### src/rtl/spi_ram_slave_if.sv
// Command/response bundle between the SPI slave front-end and the RAM behind it.
// The slave modport is the RAM side. The master modport is the SPI side or a bench.
interface spi_ram_slave_if #(
  parameter int ADDR_SIZE = 8
);
  logic [ADDR_SIZE+1:0] din;
  logic                 rx_valid;
  logic [7:0]           dout;
  logic                 tx_valid;
  logic                 err;

  modport slave (
    input  din,
    input  rx_valid,
    output dout,
    output tx_valid,
    output err
  );

  modport master (
    output din,
    output rx_valid,
    input  dout,
    input  tx_valid,
    input  err
  );
endinterface

### src/rtl/spi_ram_slave.sv
// Command-decoding byte RAM behind the SPI slave. Read data and err appear 1 clk after the command.
// There is no backpressure: each cycle with rx_valid high executes one command.
module spi_ram_slave #(
  parameter int MEM_DEPTH = 256,
  parameter int ADDR_SIZE = 8
) (
  input logic            clk,
  input logic            rst_n,
  spi_ram_slave_if.slave bus
);

  typedef enum logic [1:0] {
    CMD_WR_ADDR = 2'b00,
    CMD_WR_DATA = 2'b01,
    CMD_RD_ADDR = 2'b10,
    CMD_RD_DATA = 2'b11
  } cmd_e;

  logic [7:0]           mem [MEM_DEPTH];

  logic [ADDR_SIZE-1:0] wr_addr_q, wr_addr_d;
  logic [ADDR_SIZE-1:0] rd_addr_q, rd_addr_d;
  logic                 wr_addr_ok_q, wr_addr_ok_d;
  logic                 rd_addr_ok_q, rd_addr_ok_d;
  logic [7:0]           dout_q, dout_d;
  logic                 tx_valid_q, tx_valid_d;
  logic                 err_q, err_d;
  logic                 mem_we;
  logic                 wr_in_range, rd_in_range;
  cmd_e                 cmd;

  assign cmd = cmd_e'(bus.din[ADDR_SIZE+1:ADDR_SIZE]);

  // A full-size array has no out-of-range addresses, so skip the compare entirely.
  if (MEM_DEPTH >= (1 << ADDR_SIZE)) begin : g_full
    assign wr_in_range = 1'b1;
    assign rd_in_range = 1'b1;
  end else begin : g_part
    localparam logic [ADDR_SIZE-1:0] DEPTH_L = ADDR_SIZE'(MEM_DEPTH);
    assign wr_in_range = (wr_addr_q < DEPTH_L);
    assign rd_in_range = (rd_addr_q < DEPTH_L);
  end

  always_comb begin
    wr_addr_d    = wr_addr_q;
    rd_addr_d    = rd_addr_q;
    wr_addr_ok_d = wr_addr_ok_q;
    rd_addr_ok_d = rd_addr_ok_q;
    dout_d       = dout_q;
    tx_valid_d   = 1'b0;
    err_d        = 1'b0;
    mem_we       = 1'b0;
    if (bus.rx_valid) begin
      unique case (cmd)
        CMD_WR_ADDR: begin
          wr_addr_d    = bus.din[ADDR_SIZE-1:0];
          wr_addr_ok_d = 1'b1;
        end
        CMD_WR_DATA: begin
          if (wr_addr_ok_q && wr_in_range) mem_we = 1'b1;
          else                             err_d  = 1'b1;
        end
        CMD_RD_ADDR: begin
          rd_addr_d    = bus.din[ADDR_SIZE-1:0];
          rd_addr_ok_d = 1'b1;
        end
        CMD_RD_DATA: begin
          if (rd_addr_ok_q && rd_in_range) begin
            dout_d     = mem[rd_addr_q];
            tx_valid_d = 1'b1;
          end else begin
            dout_d = 8'h00;
            err_d  = 1'b1;
          end
        end
        default: ;
      endcase
    end
  end

  always_ff @(posedge clk or negedge rst_n) begin
    if (!rst_n) begin
      wr_addr_q    <= '0;
      rd_addr_q    <= '0;
      wr_addr_ok_q <= 1'b0;
      rd_addr_ok_q <= 1'b0;
      dout_q       <= 8'h00;
      tx_valid_q   <= 1'b0;
      err_q        <= 1'b0;
    end else begin
      wr_addr_q    <= wr_addr_d;
      rd_addr_q    <= rd_addr_d;
      wr_addr_ok_q <= wr_addr_ok_d;
      rd_addr_ok_q <= rd_addr_ok_d;
      dout_q       <= dout_d;
      tx_valid_q   <= tx_valid_d;
      err_q        <= err_d;
    end
  end

  // Array contents survive reset; only the address/flag state is cleared.
  always_ff @(posedge clk) begin
    if (mem_we) mem[wr_addr_q] <= bus.din[7:0];
  end

  assign bus.dout     = dout_q;
  assign bus.tx_valid = tx_valid_q;
  assign bus.err      = err_q;

endmodule

### src/flat_wrapper.sv
// flat-port wrapper written by rule: the top's interface ports become plain ports
module spi_ram_slave_flat 
#(
  parameter int MEM_DEPTH = 256,
  parameter int ADDR_SIZE = 8
)
  (clk, rst_n, bus_din, bus_rx_valid, bus_dout, bus_tx_valid, bus_err);
  spi_ram_slave_if #(.ADDR_SIZE(ADDR_SIZE)) bus_i ();
  input logic clk;
  input logic rst_n;
  input wire logic [$bits(bus_i.din)-1:0] bus_din;
  input wire logic [$bits(bus_i.rx_valid)-1:0] bus_rx_valid;
  output wire logic [$bits(bus_i.dout)-1:0] bus_dout;
  output wire logic [$bits(bus_i.tx_valid)-1:0] bus_tx_valid;
  output wire logic [$bits(bus_i.err)-1:0] bus_err;
  assign bus_i.din = bus_din;
  assign bus_i.rx_valid = bus_rx_valid;
  assign bus_dout = bus_i.dout;
  assign bus_tx_valid = bus_i.tx_valid;
  assign bus_err = bus_i.err;
  spi_ram_slave #(.MEM_DEPTH(MEM_DEPTH), .ADDR_SIZE(ADDR_SIZE)) u_core (.clk(clk), .rst_n(rst_n), .bus(bus_i));
endmodule
### config.mk
export PLATFORM = sky130hd
export DESIGN_NAME = spi_ram_slave_flat
export DESIGN_NICKNAME = d
export VERILOG_FILES = /design/src/rtl/spi_ram_slave_if.sv /design/src/rtl/spi_ram_slave.sv /design/src/flat_wrapper.sv
export SDC_FILE = /design/constraint.sdc
export NUM_CORES = 2
export LEC_CHECK = 0
export ABC_AREA = 1
export CAP_MARGIN = 0
export CORE_ASPECT_RATIO = 0.7
export CORE_MARGIN = 4
export CORE_UTILIZATION = 40
export CTS_CLUSTER_DIAMETER = 150
export CTS_CLUSTER_SIZE = 12
export DETAILED_ROUTE_END_ITERATION = 12
export PLACE_DENSITY = 0.55
export SLEW_MARGIN = 5
export SYNTH_ARGS = -nofsm -noshare
export SYNTH_HDL_FRONTEND = slang
export SYNTH_SLANG_ARGS = --single-unit
### constraint.sdc
create_clock -name clk -period 3.3 [get_ports clk]
set_input_delay 0.495 -clock clk [delete_from_list [all_inputs] [get_ports clk]]
set_output_delay 0.495 -clock clk [all_outputs]
set_load 0.02 [all_outputs]
==> impl_metrics.xml <==
<?xml version="1.0" encoding="UTF-8"?>
<metrics>
  <group name="routing">
    <metric name="drtAntennaViolNets" unit="">0</metric>
    <metric name="routed_wirelength" unit="mm">246</metric>
    <metric name="post-route-drc-count" unit="">0</metric>
    <metric name="detailedRoute.firstPassIterationCount" unit="">6</metric>
    <metric name="drt_iter0_markers" unit="">7096</metric>
    <metric name="route.vias.total" unit="">56400</metric>
    <metric name="post_drt_wl_per_cell" unit="um">24.0</metric>
    <metric name="via_cell_ratio" unit="">5.52</metric>
  </group>
  <group name="global_route">
    <metric name="grt_overflow" unit="">0</metric>
    <metric name="grt_pass1_wl" unit="mm">359</metric>
    <metric name="largest_net_degree_at_the_start_of_global_routing" unit="">133</metric>
    <metric name="via_count_of_the_first_global_routing_pass" unit="">53500</metric>
    <metric name="antenna_found_initial" unit="">9</metric>
    <metric name="aggregate_global_route_resource_usage" unit="%">22.2</metric>
  </group>
  <group name="pwr">
    <metric name="power_share_of_the_sequential_group" unit="%">49.6</metric>
    <metric name="comb_power_share" unit="%">16.1</metric>
    <metric name="vdd_ir_drop_max" unit="mV">0.411</metric>
    <metric name="pwr_density_cell" unit="mW/mm2">615</metric>
    <metric name="p_clk_share" unit="%">34.3</metric>
    <metric name="switching_component_of_the_power" unit="mW">16.6</metric>
    <metric name="cellInternalPower" unit="mW">42.5</metric>
    <metric name="p_leak" unit="nW">34.1</metric>
    <metric name="power_switching_share" unit="%">28.0</metric>
  </group>
  <group name="final_layout">
    <metric name="most_used_cells_in_the_layout_excluding_fill_and_tap_cells" unit="">2,298 x sky130_fd_sc_hd__nand2_1, 2,048 x sky130_fd_sc_hd__edfxtp_1, 1,946 x sky130_fd_sc_hd__nand3_1, 412 x sky130_fd_sc_hd__buf_4, 268 x sky130_fd_sc_hd__nor2_1</metric>
    <metric name="fraction_of_final_layout_cells_sized_beyond_drive_strength_1" unit="%">10.1</metric>
    <metric name="net_count_reported_at_finish" unit="">7402</metric>
    <metric name="layout_overhead_on_the_synthesized_area" unit="%">14.0</metric>
    <metric name="layout_commonest_cell" unit="">sky130_fd_sc_hd__nand2_1</metric>
  </group>
  <group name="place">
    <metric name="hpwl" unit="mm">150</metric>
    <metric name="io_buffer_count" unit="">22</metric>
    <metric name="place.gp.congestion" unit="">0.866</metric>
    <metric name="post-place-ws" unit="ns">0.192</metric>
  </group>
  <group name="sta">
    <metric name="worst_clock_skew" unit="ns">0.0448</metric>
    <metric name="final-max-slew-violation-count" unit="">0</metric>
    <metric name="slew_headroom" unit="%">27.6</metric>
    <metric name="worst_slew_pin_slew" unit="ns">1.08</metric>
    <metric name="timing.final.ws_setup" unit="ns">0.324</metric>
    <metric name="total_neg_setup_slack" unit="ns">0</metric>
    <metric name="setup_viol_count_final" unit="">0</metric>
    <metric name="fmaxAchievable" unit="GHz">0.336</metric>
    <metric name="final-hold-violation-count" unit="">0</metric>
    <metric name="post-route-min-period" unit="ns">2.98</metric>
    <metric name="fin_worst_hold_slack" unit="ns">0.0689</metric>
    <metric name="post-route-period-util" unit="%">90.2</metric>
    <metric name="grt_setup_unrepaired" unit="">false</metric>
  </group>
  <group name="cts">
    <metric name="insertion_delay" unit="ns">0.84</metric>
    <metric name="ctsResizeCount" unit="">0</metric>
    <metric name="cts_setup_buffers" unit="">0</metric>
    <metric name="cts.clk_slew.worst_paths" unit="ns">0.07</metric>
    <metric name="cts_max_path_buffers" unit="">4</metric>
    <metric name="cts_inserted_buffers" unit="">198</metric>
    <metric name="clock_sinks" unit="">2076</metric>
    <metric name="root_buffer" unit="">sky130_fd_sc_hd__clkbuf_16</metric>
    <metric name="cts_hold_repair.buffers" unit="">0</metric>
    <metric name="tritoncts_clock_tree" unit="">done</metric>
    <metric name="h-tree-depth" unit="">4</metric>
  </group>
  <group name="synthesis">
    <metric name="avg_cell_area_syn" unit="um2">11.8</metric>
    <metric name="post_synthesis_sequential_element_count" unit="">2076</metric>
    <metric name="synth.cell_area" unit="mm2">0.0842</metric>
    <metric name="synth_cell_type_count" unit="">17</metric>
    <metric name="synthesized_netlist_net_count" unit="">7151</metric>
    <metric name="synthCells" unit="">7138</metric>
    <metric name="synth-seq-area-share" unit="%">73.8</metric>
    <metric name="yosysWarnings" unit="">0</metric>
  </group>
  <group name="worst_setup_path">
    <metric name="worstPathMaxFanout" unit="">71</metric>
    <metric name="critPathKind" unit="">flop to flop</metric>
    <metric name="critPathLaunchType" unit="">flop</metric>
    <metric name="worstPathArrival" unit="ns">3.75</metric>
    <metric name="cp-end-kind" unit="">flop</metric>
    <metric name="worst_ep_required_time" unit="ns">4.08</metric>
  </group>
  <group name="die">
    <metric name="die-area" unit="mm2">0.218</metric>
    <metric name="floorplan.initialDensity" unit="%">40.3</metric>
    <metric name="top_level_ports" unit="">23</metric>
    <metric name="placementRows" unit="">140</metric>
    <metric name="coreArea" unit="mm2">0.209</metric>
    <metric name="die_w" unit="um">557</metric>
    <metric name="floorplan.die.height" unit="um">392</metric>
  </group>
  <group name="status">
    <metric name="outcome" unit="">complete, no violations</metric>
  </group>
  <group name="job">
    <metric name="drv.max_cap_violation_count" unit="">0</metric>
  </group>
  <group name="min_path">
    <metric name="worstHoldPathType" unit="">input pin to asynchronous set/reset pin</metric>
  </group>
</metrics>
==> metrics by stage <==
step / util (%) / power (mW) / instances / cell area (um2)
after global routing: 46.0 / 61.3 / 10200 / 96100
final: 46.0 / 59.1 / 10200 / 96100
after floorplan: - / 35.2 / 7138 / 84200
after detailed placement: 43.5 / 39.2 / 9958 / 90800
after global placement: 43.5 / 39.2 / 9958 / 90800
after CTS: 46.0 / 59.3 / 10200 / 96100
==> flip-flops by register name (all words and copies together), names as in the netlist <==
signal               cells
u_core.rd_addr_q         8
u_core.bus.err           1
u_core.wr_addr_q         8
u_core.bus.tx_valid      1
u_core.mem            2048
u_core.bus.dout          8
u_core.wr_addr_ok_q      1
u_core.rd_addr_ok_q      1
==> cell families after synthesis <==
| logic type | count (synthesis) | synth area share (%) |
|---|---|---|
| AO/OA/AOI/OAI | 17 | 0.105 |
| buffers and inverters | 514 | 2.98 |
| flip-flops | 2076 | 73.8 |
| AND/OR/NAND/NOR | 4531 | 23.1 |
==> layer usage <==
layer | GRT usage [%] | vias up | part of all wire, %
li1 | - | 25600 | -
met1 | 34.5 | 27900 | 46
met2 | 31.3 | 2572 | 42
met3 | 5.32 | 319 | 10
met4 | 4.85 | 4 | 2.2
met5 | 0 | - | 0.0094
==> power groups by stage <==
stage | sequential [mW] | clock [mW] | combinational (mW)
2_1_floorplan | 29.7 | 0 | 5.52
3_3_place_gp | 29.8 | 0 | 9.38
3_5_place_dp | 29.8 | 0 | 9.41
4_1_cts | 29.3 | 20.6 | 9.44
5_1_grt | 29.3 | 21.7 | 10.3
6_report | 29.3 | 20.2 | 9.52
==> synthesized netlist by cell type, drive strengths merged <==
cell type  count  area, um2
nand2       2314       8690
edfxtp      2048      61500
nand3       1946       9740
buf          377       1990
nor2         268       1010
clkbuf       106        398
inv           31        121
dfrtp         28        701
o21ai         16       80.1
nor3           2       10.0
nor4           1       6.26
o32ai          1       8.76
==> area by class of cell <==
| cell class | instances | area, um2 |
|---|---|---|
| fill | 18800 | 113000 |
| inverter | 31 | 160 |
| antenna | 1 | 2.50 |
| tap | 2769 | 3460 |
| sequential | 2076 | 62200 |
| multi-input combinational | 4548 | 19600 |
| timing repair buffer | 534 | 5360 |
| clock inverter | 5 | 80.1 |
| clock buffer | 258 | 5220 |
==> critical path, stage by stage (launching register included) <==
cell and delay (ns):
sky130_fd_sc_hd__dfrtp_4 0.59, sky130_fd_sc_hd__buf_12 0.33, sky130_fd_sc_hd__buf_12 0.32, sky130_fd_sc_hd__nand2_1 0.09, sky130_fd_sc_hd__nand3_1 0.10, sky130_fd_sc_hd__nand3_1 0.19, sky130_fd_sc_hd__nand3_1 0.27, sky130_fd_sc_hd__nand3_1 0.27
sky130_fd_sc_hd__nand2_1 0.14, sky130_fd_sc_hd__nand2_1 0.07, sky130_fd_sc_hd__nand2_1 0.08, sky130_fd_sc_hd__nand2_1 0.07, sky130_fd_sc_hd__nand3_1 0.11, sky130_fd_sc_hd__nand3_1 0.08, sky130_fd_sc_hd__nand2_1 0.07
==> worst paths after layout <==
path | from | to | slack (ns) | cells after the start
worst max-delay path | u_core.rd_addr_q[0] | u_core.bus.dout[1] | 0.32 | 14
worst min-delay path | rst_n | u_core.bus.tx_valid | 0.07 | 2
worst max register to register | u_core.rd_addr_q[0] | u_core.bus.dout[1] | 0.32 | 14
worst min register to register | u_core.wr_addr_ok_q | u_core.wr_addr_ok_q | 0.48 | 2
max in group asynchronous | rst_n | u_core.rd_addr_q[2] | 2.80 | 2
min in group clk | bus_din[2] | u_core.mem[84][2] | 0.08 | 1
(Power assumes the default switching activity.)
